===== config.mk =====
export PLATFORM = sky130hd
export DESIGN_NAME = candidate_select_flat
export DESIGN_NICKNAME = d
export VERILOG_FILES = /design/src/rtl/candidate_select_pkg.sv /design/src/rtl/candidate_select_if.sv /design/src/rtl/candidate_select_row_cost.sv /design/src/rtl/candidate_select.sv /design/src/flat_wrapper.sv
export SDC_FILE = /design/constraint.sdc
export NUM_CORES = 2
export LEC_CHECK = 0
export ABC_AREA = 1
export CAP_MARGIN = 20
export CELL_PAD_IN_SITES_DETAIL_PLACEMENT = 1
export CELL_PAD_IN_SITES_GLOBAL_PLACEMENT = 1
export CORE_MARGIN = 2
export CORE_UTILIZATION = 40
export CTS_CLUSTER_SIZE = 25
export DETAILED_ROUTE_END_ITERATION = 10
export PLACE_DENSITY_LB_ADDON = 0.12
export SYNTH_ARGS = -nofsm -noshare
export SYNTH_HDL_FRONTEND = slang
export SYNTH_SLANG_ARGS = --single-unit

===== constraint.sdc =====
create_clock -name clk -period 36.3 [get_ports clk]
set_clock_uncertainty 0.15 [all_clocks]
set_input_delay 9.075 -clock clk [delete_from_list [all_inputs] [get_ports clk]]
set_output_delay 9.075 -clock clk [all_outputs]
set_load 0.01 [all_outputs]

===== src/rtl/candidate_select_pkg.sv =====
// -----------------------------------------------------------------------------
// candidate_pkg
// Shared definitions for the candidate search datapath: lane width, the
// result-collector state encoding and the cost-width derivation that the
// candidate generator also relies on.
// -----------------------------------------------------------------------------
package candidate_pkg;

    // Width of one fixed-point lane in a candidate row.
    localparam int LANE_W = 64;

    // Result-collector states.
    typedef enum logic [1:0] {
        IDLE  = 2'd0,
        RUN   = 2'd1,
        DRAIN = 2'd2,
        HOLD  = 2'd3
    } state_e;

    // Cost width: one lane plus enough headroom that a full-row sum never wraps.
    function automatic int calc_sumw(input int lanes);
        return LANE_W + $clog2(lanes);
    endfunction

endpackage


===== src/rtl/candidate_select_if.sv =====
// -----------------------------------------------------------------------------
// candidate_select_if
// Row stream (generator -> selector) plus result port (selector -> controller).
//   master : driven by generator/controller side (rows, J_index, result_ready)
//   slave  : driven by candidate_select (tready, best_index, best_cost,
//            result_valid)
// -----------------------------------------------------------------------------
interface candidate_select_if
    import candidate_pkg::*;
#(
    parameter int J     = 14,
    parameter int CNT_W = 16
) ();
    localparam int J_WIDTH = $clog2(J) + 1;
    localparam int SUMW    = calc_sumw(J);

    logic [J_WIDTH-1:0]       J_index;
    logic [J*LANE_W-1:0]      candidate_row;
    logic                     candidate_row_tvalid;
    logic                     candidate_row_tlast;
    logic                     candidate_row_tready;
    logic [CNT_W-1:0]         best_index;
    logic signed [SUMW-1:0]   best_cost;
    logic                     result_valid;
    logic                     result_ready;

    modport master (
        output J_index, candidate_row, candidate_row_tvalid, candidate_row_tlast,
        output result_ready,
        input  candidate_row_tready, best_index, best_cost, result_valid
    );

    modport slave (
        input  J_index, candidate_row, candidate_row_tvalid, candidate_row_tlast,
        input  result_ready,
        output candidate_row_tready, best_index, best_cost, result_valid
    );
endinterface


===== src/rtl/candidate_select_row_cost.sv =====
// -----------------------------------------------------------------------------
// row_cost
// Masked, sign-extending sum of the first min(lim_i, J) lanes of a row,
// registered (pipeline stage 1).
//   clk, rst  : clock, synchronous active-high reset
//   en_i      : row accepted this cycle
//   last_i    : accepted row is the last of its frame
//   row_i     : J lanes of LANE_W bits, lane 0 at the LSB
//   lim_i     : active lane count (clamped to J here)
//   sum_o     : registered cost
//   valid_o   : sum_o holds a freshly accepted row
//   last_o    : that row was the frame's last
// -----------------------------------------------------------------------------
module row_cost
    import candidate_pkg::*;
#(
    parameter int J       = 14,
    parameter int J_WIDTH = $clog2(J) + 1,
    parameter int SUMW    = calc_sumw(J)
) (
    input  logic                   clk,
    input  logic                   rst,
    input  logic                   en_i,
    input  logic                   last_i,
    input  logic [J*LANE_W-1:0]    row_i,
    input  logic [J_WIDTH-1:0]     lim_i,
    output logic signed [SUMW-1:0] sum_o,
    output logic                   valid_o,
    output logic                   last_o
);
    // Sign-extend one lane to the cost width.
    function automatic logic signed [SUMW-1:0] sext_lane(input logic [LANE_W-1:0] lane);
        return {{(SUMW-LANE_W){lane[LANE_W-1]}}, lane};
    endfunction

    logic [J_WIDTH-1:0]     lim_s;
    logic signed [SUMW-1:0] sum_d;
    logic signed [SUMW-1:0] sum_q;
    logic                   valid_q;
    logic                   last_q;

    // Clamp the lane limit and accumulate only lanes below it.
    always_comb begin
        lim_s = (lim_i > J_WIDTH'(J)) ? J_WIDTH'(J) : lim_i;
        sum_d = '0;
        for (int k = 0; k < J; k++) begin
            if (J_WIDTH'(k) < lim_s) begin
                sum_d = sum_d + sext_lane(row_i[k*LANE_W +: LANE_W]);
            end else begin
                sum_d = sum_d;
            end
        end
    end

    // Stage-1 register: capture the cost of each accepted row.
    always_ff @(posedge clk) begin
        if (rst) begin
            sum_q   <= '0;
            valid_q <= 1'b0;
            last_q  <= 1'b0;
        end else begin
            valid_q <= en_i;
            if (en_i) begin
                sum_q  <= sum_d;
                last_q <= last_i;
            end
        end
    end

    assign sum_o   = sum_q;
    assign valid_o = valid_q;
    assign last_o  = last_q;
endmodule


===== src/rtl/candidate_select.sv =====
// -----------------------------------------------------------------------------
// candidate_select
// Consumes one frame of candidate rows, tracks the minimum-cost row and hands
// the winner (index, cost) to the search controller.
//   clk, rst : clock, synchronous active-high reset
//   bus      : slave side of candidate_select_if (row stream in, result out)
// -----------------------------------------------------------------------------
module candidate_select
    import candidate_pkg::*;
#(
    parameter int J     = 14,
    parameter int CNT_W = 16,
    localparam int J_WIDTH = $clog2(J) + 1,
    localparam int SUMW    = calc_sumw(J)
) (
    input  logic               clk,
    input  logic               rst,
    candidate_select_if.slave  bus
);
    localparam logic [1:0] S_IDLE  = IDLE;
    localparam logic [1:0] S_RUN   = RUN;
    localparam logic [1:0] S_DRAIN = DRAIN;
    localparam logic [1:0] S_HOLD  = HOLD;
    localparam logic [CNT_W-1:0] CNT_MAX = {CNT_W{1'b1}};

    logic [1:0]             state_q, state_d;
    logic                   tready_s, accept_s;
    logic [J_WIDTH-1:0]     j_lat_q, j_sel_s;
    logic [CNT_W-1:0]       cnt_q;
    logic [CNT_W-1:0]       best_idx_q;
    logic signed [SUMW-1:0] best_cost_q;
    logic                   best_vld_q;
    logic                   result_valid_q;
    logic signed [SUMW-1:0] s1_sum_s;
    logic                   s1_valid_s, s1_last_s;

    // Ready only in the accepting states, and never while reset is asserted.
    assign tready_s = !rst && ((state_q == S_IDLE) || (state_q == S_RUN));
    assign accept_s = bus.candidate_row_tvalid && tready_s;
    // The first beat uses the live J_index; later beats use the latched copy.
    assign j_sel_s  = (state_q == S_IDLE) ? bus.J_index : j_lat_q;

    row_cost #(.J(J), .J_WIDTH(J_WIDTH), .SUMW(SUMW)) u_row_cost (
        .clk     (clk),
        .rst     (rst),
        .en_i    (accept_s),
        .last_i  (bus.candidate_row_tlast),
        .row_i   (bus.candidate_row),
        .lim_i   (j_sel_s),
        .sum_o   (s1_sum_s),
        .valid_o (s1_valid_s),
        .last_o  (s1_last_s)
    );

    // Frame FSM next-state.
    always_comb begin
        state_d = state_q;
        case (state_q)
            S_IDLE: begin
                if (accept_s) begin
                    state_d = bus.candidate_row_tlast ? S_DRAIN : S_RUN;
                end else begin
                    state_d = S_IDLE;
                end
            end
            S_RUN: begin
                if (accept_s && bus.candidate_row_tlast) begin
                    state_d = S_DRAIN;
                end else begin
                    state_d = S_RUN;
                end
            end
            // The last row reaches stage 2 on this edge; result is then final.
            S_DRAIN: begin
                if (s1_valid_s && s1_last_s) begin
                    state_d = S_HOLD;
                end else begin
                    state_d = S_DRAIN;
                end
            end
            S_HOLD: begin
                if (bus.result_ready) begin
                    state_d = S_IDLE;
                end else begin
                    state_d = S_HOLD;
                end
            end
            default: state_d = S_IDLE;
        endcase
    end

    // Stage 2: FSM, J_index latch, row counter and best-row tracking.
    always_ff @(posedge clk) begin
        if (rst) begin
            state_q        <= S_IDLE;
            j_lat_q        <= '0;
            cnt_q          <= '0;
            best_idx_q     <= '0;
            best_cost_q    <= '0;
            best_vld_q     <= 1'b0;
            result_valid_q <= 1'b0;
        end else begin
            state_q        <= state_d;
            result_valid_q <= (state_d == S_HOLD);
            if (accept_s && (state_q == S_IDLE)) begin
                j_lat_q <= bus.J_index;
            end
            if (s1_valid_s) begin
                // Strict less-than keeps the earliest row on a tie.
                if (!best_vld_q || (s1_sum_s < best_cost_q)) begin
                    best_idx_q  <= cnt_q;
                    best_cost_q <= s1_sum_s;
                end
                best_vld_q <= 1'b1;
                if (cnt_q != CNT_MAX) begin
                    cnt_q <= cnt_q + {{(CNT_W-1){1'b0}}, 1'b1};
                end
            end else if ((state_q == S_HOLD) && bus.result_ready) begin
                // Result consumed: clear bookkeeping for the next frame.
                cnt_q       <= '0;
                best_idx_q  <= '0;
                best_cost_q <= '0;
                best_vld_q  <= 1'b0;
            end
        end
    end

    assign bus.candidate_row_tready = tready_s;
    assign bus.best_index           = best_idx_q;
    assign bus.best_cost            = best_cost_q;
    assign bus.result_valid         = result_valid_q;
endmodule

===== src/flat_wrapper.sv =====
// flat-port wrapper written by rule: the top's interface ports become plain ports
module candidate_select_flat import candidate_pkg::*;
#(
    parameter int J     = 14,
    parameter int CNT_W = 16,
    localparam int J_WIDTH = $clog2(J) + 1,
    localparam int SUMW    = calc_sumw(J)
)
  (clk, rst, bus_J_index, bus_candidate_row, bus_candidate_row_tvalid, bus_candidate_row_tlast, bus_result_ready, bus_candidate_row_tready, bus_best_index, bus_best_cost, bus_result_valid);
  candidate_select_if #(.J(J), .CNT_W(CNT_W)) bus_i ();
  input  logic clk;
  input  logic rst;
  input wire logic [$bits(bus_i.J_index)-1:0] bus_J_index;
  input wire logic [$bits(bus_i.candidate_row)-1:0] bus_candidate_row;
  input wire logic [$bits(bus_i.candidate_row_tvalid)-1:0] bus_candidate_row_tvalid;
  input wire logic [$bits(bus_i.candidate_row_tlast)-1:0] bus_candidate_row_tlast;
  input wire logic [$bits(bus_i.result_ready)-1:0] bus_result_ready;
  output wire logic [$bits(bus_i.candidate_row_tready)-1:0] bus_candidate_row_tready;
  output wire logic [$bits(bus_i.best_index)-1:0] bus_best_index;
  output wire logic [$bits(bus_i.best_cost)-1:0] bus_best_cost;
  output wire logic [$bits(bus_i.result_valid)-1:0] bus_result_valid;
  assign bus_i.J_index = bus_J_index;
  assign bus_i.candidate_row = bus_candidate_row;
  assign bus_i.candidate_row_tvalid = bus_candidate_row_tvalid;
  assign bus_i.candidate_row_tlast = bus_candidate_row_tlast;
  assign bus_i.result_ready = bus_result_ready;
  assign bus_candidate_row_tready = bus_i.candidate_row_tready;
  assign bus_best_index = bus_i.best_index;
  assign bus_best_cost = bus_i.best_cost;
  assign bus_result_valid = bus_i.result_valid;
  candidate_select #(.J(J), .CNT_W(CNT_W)) u_core (.clk(clk), .rst(rst), .bus(bus_i));
endmodule

==> flow_summary.ini <==
[place]
dpl.hpwl_um = 410000
gp_congestion = 1.18
portBuffers = 991
placed_area_sq_um = 88800

[synthesis]
yosysUniqueCellTypes = 77
synth_area_sq_um = 75000
synth_seq_area_share_pct = 4.78
yosys_warnings = 0
postSynthCellCount = 13485
synthFlopType = dfxtp_1
synth_area_per_cell_sq_um = 5.56
synthArstFlopShare_pct = 0
syn_nets = 15355
synth-edff-count = 0
synth_seq_cells = 179

[setup_path]
critical_path.slowest_cell = clkdlybuf4s50_1
required_ps = 36480
reg2reg_from = u_core.state_q[1]
crit_type = primary input to register
crit_fanout = 26
rr_worst_depth = 137
crit_path_frequent_cell = nand2_1
startpoint = bus_J_index[0]
critPathBufInv = 26
r2r-end = u_core.u_row_cost.sum_o[67]
r2r_setup_slack_ps = 8860
critical_path_depth = 150
start_kind = primary input
crit_family = simple AND/OR/NAND/NOR gates
critical_path.endpoint = u_core.u_row_cost.sum_o[67]
critPathArrivalTime_ps = 35490
cpPeakStageDelay_ps = 550
cp-end-kind = register

[timing]
hold_viol = 0
slew_headroom_pct = 22.4
tightest_slew_ps = 1130
period_minus_slack_ps = 35310
fmax_ghz = 0.0283
report.final.slew_viol_count = 0
setup_viol = 0
fin_crit_sh_pct = 97.3

[run]
maxCapViolations = 0

[layout]
multi_input_area_sq_um = 64100
fillCellCount = 26376
final_area_sq_um = 90900
areaGrowthSynthToFinish_pct = 21.2
fin_nets = 16376
regArea_sq_um = 3580
drive_above_1_share_pct = 7.91
fin_util_pct = 48.9

[die]
row_count = 158
io_pins = 992
coreArea_sq_um = 186000
die-area_sq_um = 191000
floorplan.initialDensity_pct = 40.3
die_h_um = 437
die_w_um = 437

[detailed_routing]
final_antenna_net_count = 0
via_per_inst = 6.10
wl_per_cell_um = 27.8
dr.pass1.iters = 6
drt_first_iter_violations = 9370
drc = 0
drt-total-wl_um = 476000
vias = 104304

[grt]
grt_max_degree = 92
grt_usage_pct = 47.0
grt_overflow = 0
antenna_found_initial = 123
grt_pass1_vias = 105007
grt_pass1_wl_um = 678000

[clocking]
cts.htree.levels = 4
clk_pin_slew_ps = 80
cts_tree = done
numCtsBuffers = 17
clock_path_buffers = 2
clock_latency_ps = 490
cts.sinks = 179
root_buffer = clkbuf_16

[status]
outcome = finished clean

[worst_hold_path]
hp-class = register to register
worst min-delay path: stages, from the launching register on:
cell     delay [ps]
dfxtp_1         320
nand3_1          80
a21oi_1          60
logic make-up after synthesis:
| family | count (synthesis) | synth area share [%] |
|---|---|---|
| buf+inv | 2192 | 11.3 |
| compound gates | 3079 | 23.2 |
| flops | 179 | 4.78 |
| xor+xnor | 456 | 5.33 |
| simple gates | 6615 | 39.2 |
| fa+ha+maj | 964 | 16.2 |
per-stage QoR:
stage               worst slack (ps)  hold WS, ps  TNS, ps  instances
global placement               -1550          299   -19420      16941
finish                           992          340        0      17095
CTS                             25.4          342        0      16977
floorplan                       6610          287        0      13485
detailed placement             -1850          311   -23870      16945
global route                    -289          364    -2100      17082
worst min path at each step:
stage | startpoint | to | slack (ps) | depth (start not counted)
finish | u_core.cnt_q[15] | u_core.bus.best_index[15] | 340 | 2
global route | u_core.u_row_cost.sum_o[44] | u_core.u_row_cost.sum_o[44] | 360 | 2
CTS | u_core.u_row_cost.sum_o[44] | u_core.u_row_cost.sum_o[44] | 340 | 2
detailed placement | u_core.j_lat_q[3] | u_core.j_lat_q[3] | 310 | 2
global placement | u_core.j_lat_q[4] | u_core.j_lat_q[4] | 300 | 2
floorplan | u_core.j_lat_q[3] | u_core.j_lat_q[3] | 290 | 2
cells in the final DEF, fill, tap and decap left out, types with 17 or more instances in the layout:
master	netlist	routed
a211oi_1	27	22
a21boi_0	45	34
a21o_1	47	47
a21oi_1	1540	1487
a21oi_2	7	55
a221oi_1	26	22
a31oi_1	247	235
and2_1	204	203
buf_4	25	267
clkbuf_16	0	17
clkdlybuf4s50_1	0	990
dfxtp_1	179	178
diode_2	0	97
ha_1	951	934
inv_1	1873	1865
inv_2	53	60
nand2_1	3200	3180
nand2_2	65	82
nand3_1	1249	1246
nand3_2	107	110
nand3b_1	46	46
nand4_1	81	81
nor2_1	1175	1153
nor2_2	4	21
nor3_1	119	105
nor4_1	49	32
o2111ai_1	20	17
o211ai_1	58	58
o21a_1	87	87
o21ai_0	690	634
o21ai_1	57	91
o21ai_2	70	84
o21bai_1	36	34
o221ai_1	39	37
o31ai_1	25	18
or2_2	272	272
xnor2_1	178	174
xor2_1	278	276
layout make-up:
type | instances | area share, %
antenna | 97 | 0.267
inverter | 1930 | 7.98
timing repair buffer | 1263 | 13.2
sequential | 179 | 3.94
clock buffer | 19 | 0.498
clock inverter | 12 | 0.161
tap | 2480 | 3.41
multi-input combinational | 11115 | 70.6
cell usage after synthesis (47+ instances only):
master	instances	area, sq um
inv_1	1873	7030
buf_2	79	395
nand3_2	107	1070
or2_2	272	1700
inv_2	53	199
nand2_1	3200	12000
o211ai_1	58	435
o21ai_0	690	3450
nor3_1	119	596
o21ai_2	70	613
a21o_1	47	353
a31oi_1	247	1550
a21oi_1	1540	7710
xor2_1	278	2430
nand2_2	65	407
and2_1	204	1280
xnor2_1	178	1560
o21ai_1	57	285
o21a_1	87	653
nor4_1	49	307
dfxtp_1	179	3580
nand4_1	81	507
ha_1	951	11900
nor2_1	1175	4410
clkbuf_1	128	480
nand3_1	1249	6250
sequential cells by signal (all words and copies together) (netlist names):
signal                     flops
u_core.state_q                 2
u_core.j_lat_q                 5
u_core.bus.best_index         16
u_core.u_row_cost.sum_o       68
u_core.cnt_q                  16
u_core.bus.result_valid        1
u_core.u_row_cost.valid_o      1
u_core.u_row_cost.last_o       1
u_core.bus.best_cost          68
u_core.best_vld_q              1
metal layers:
metal / up-vias / global-route usage (%) / wire, um
met1: 50052 / 52.8 / 175000
met3: 1826 / 8.09 / 37000
met5: - / 0.101 / 247
met2: 5156 / 74.1 / 205000
li1: 47234 / - / -
met4: 36 / 46.4 / 58000
timing repair:
item,4_1_cts,5_1_grt
hold buffers,0,0
pin swaps,1,21
gates cloned,1,0
setup endpoints to repair,18,28
gates resized for setup,19,290
buffers inserted,0,21
Power is not shown: default switching activity piles up to over one toggle a cycle in this logic, so the estimate is an artifact.
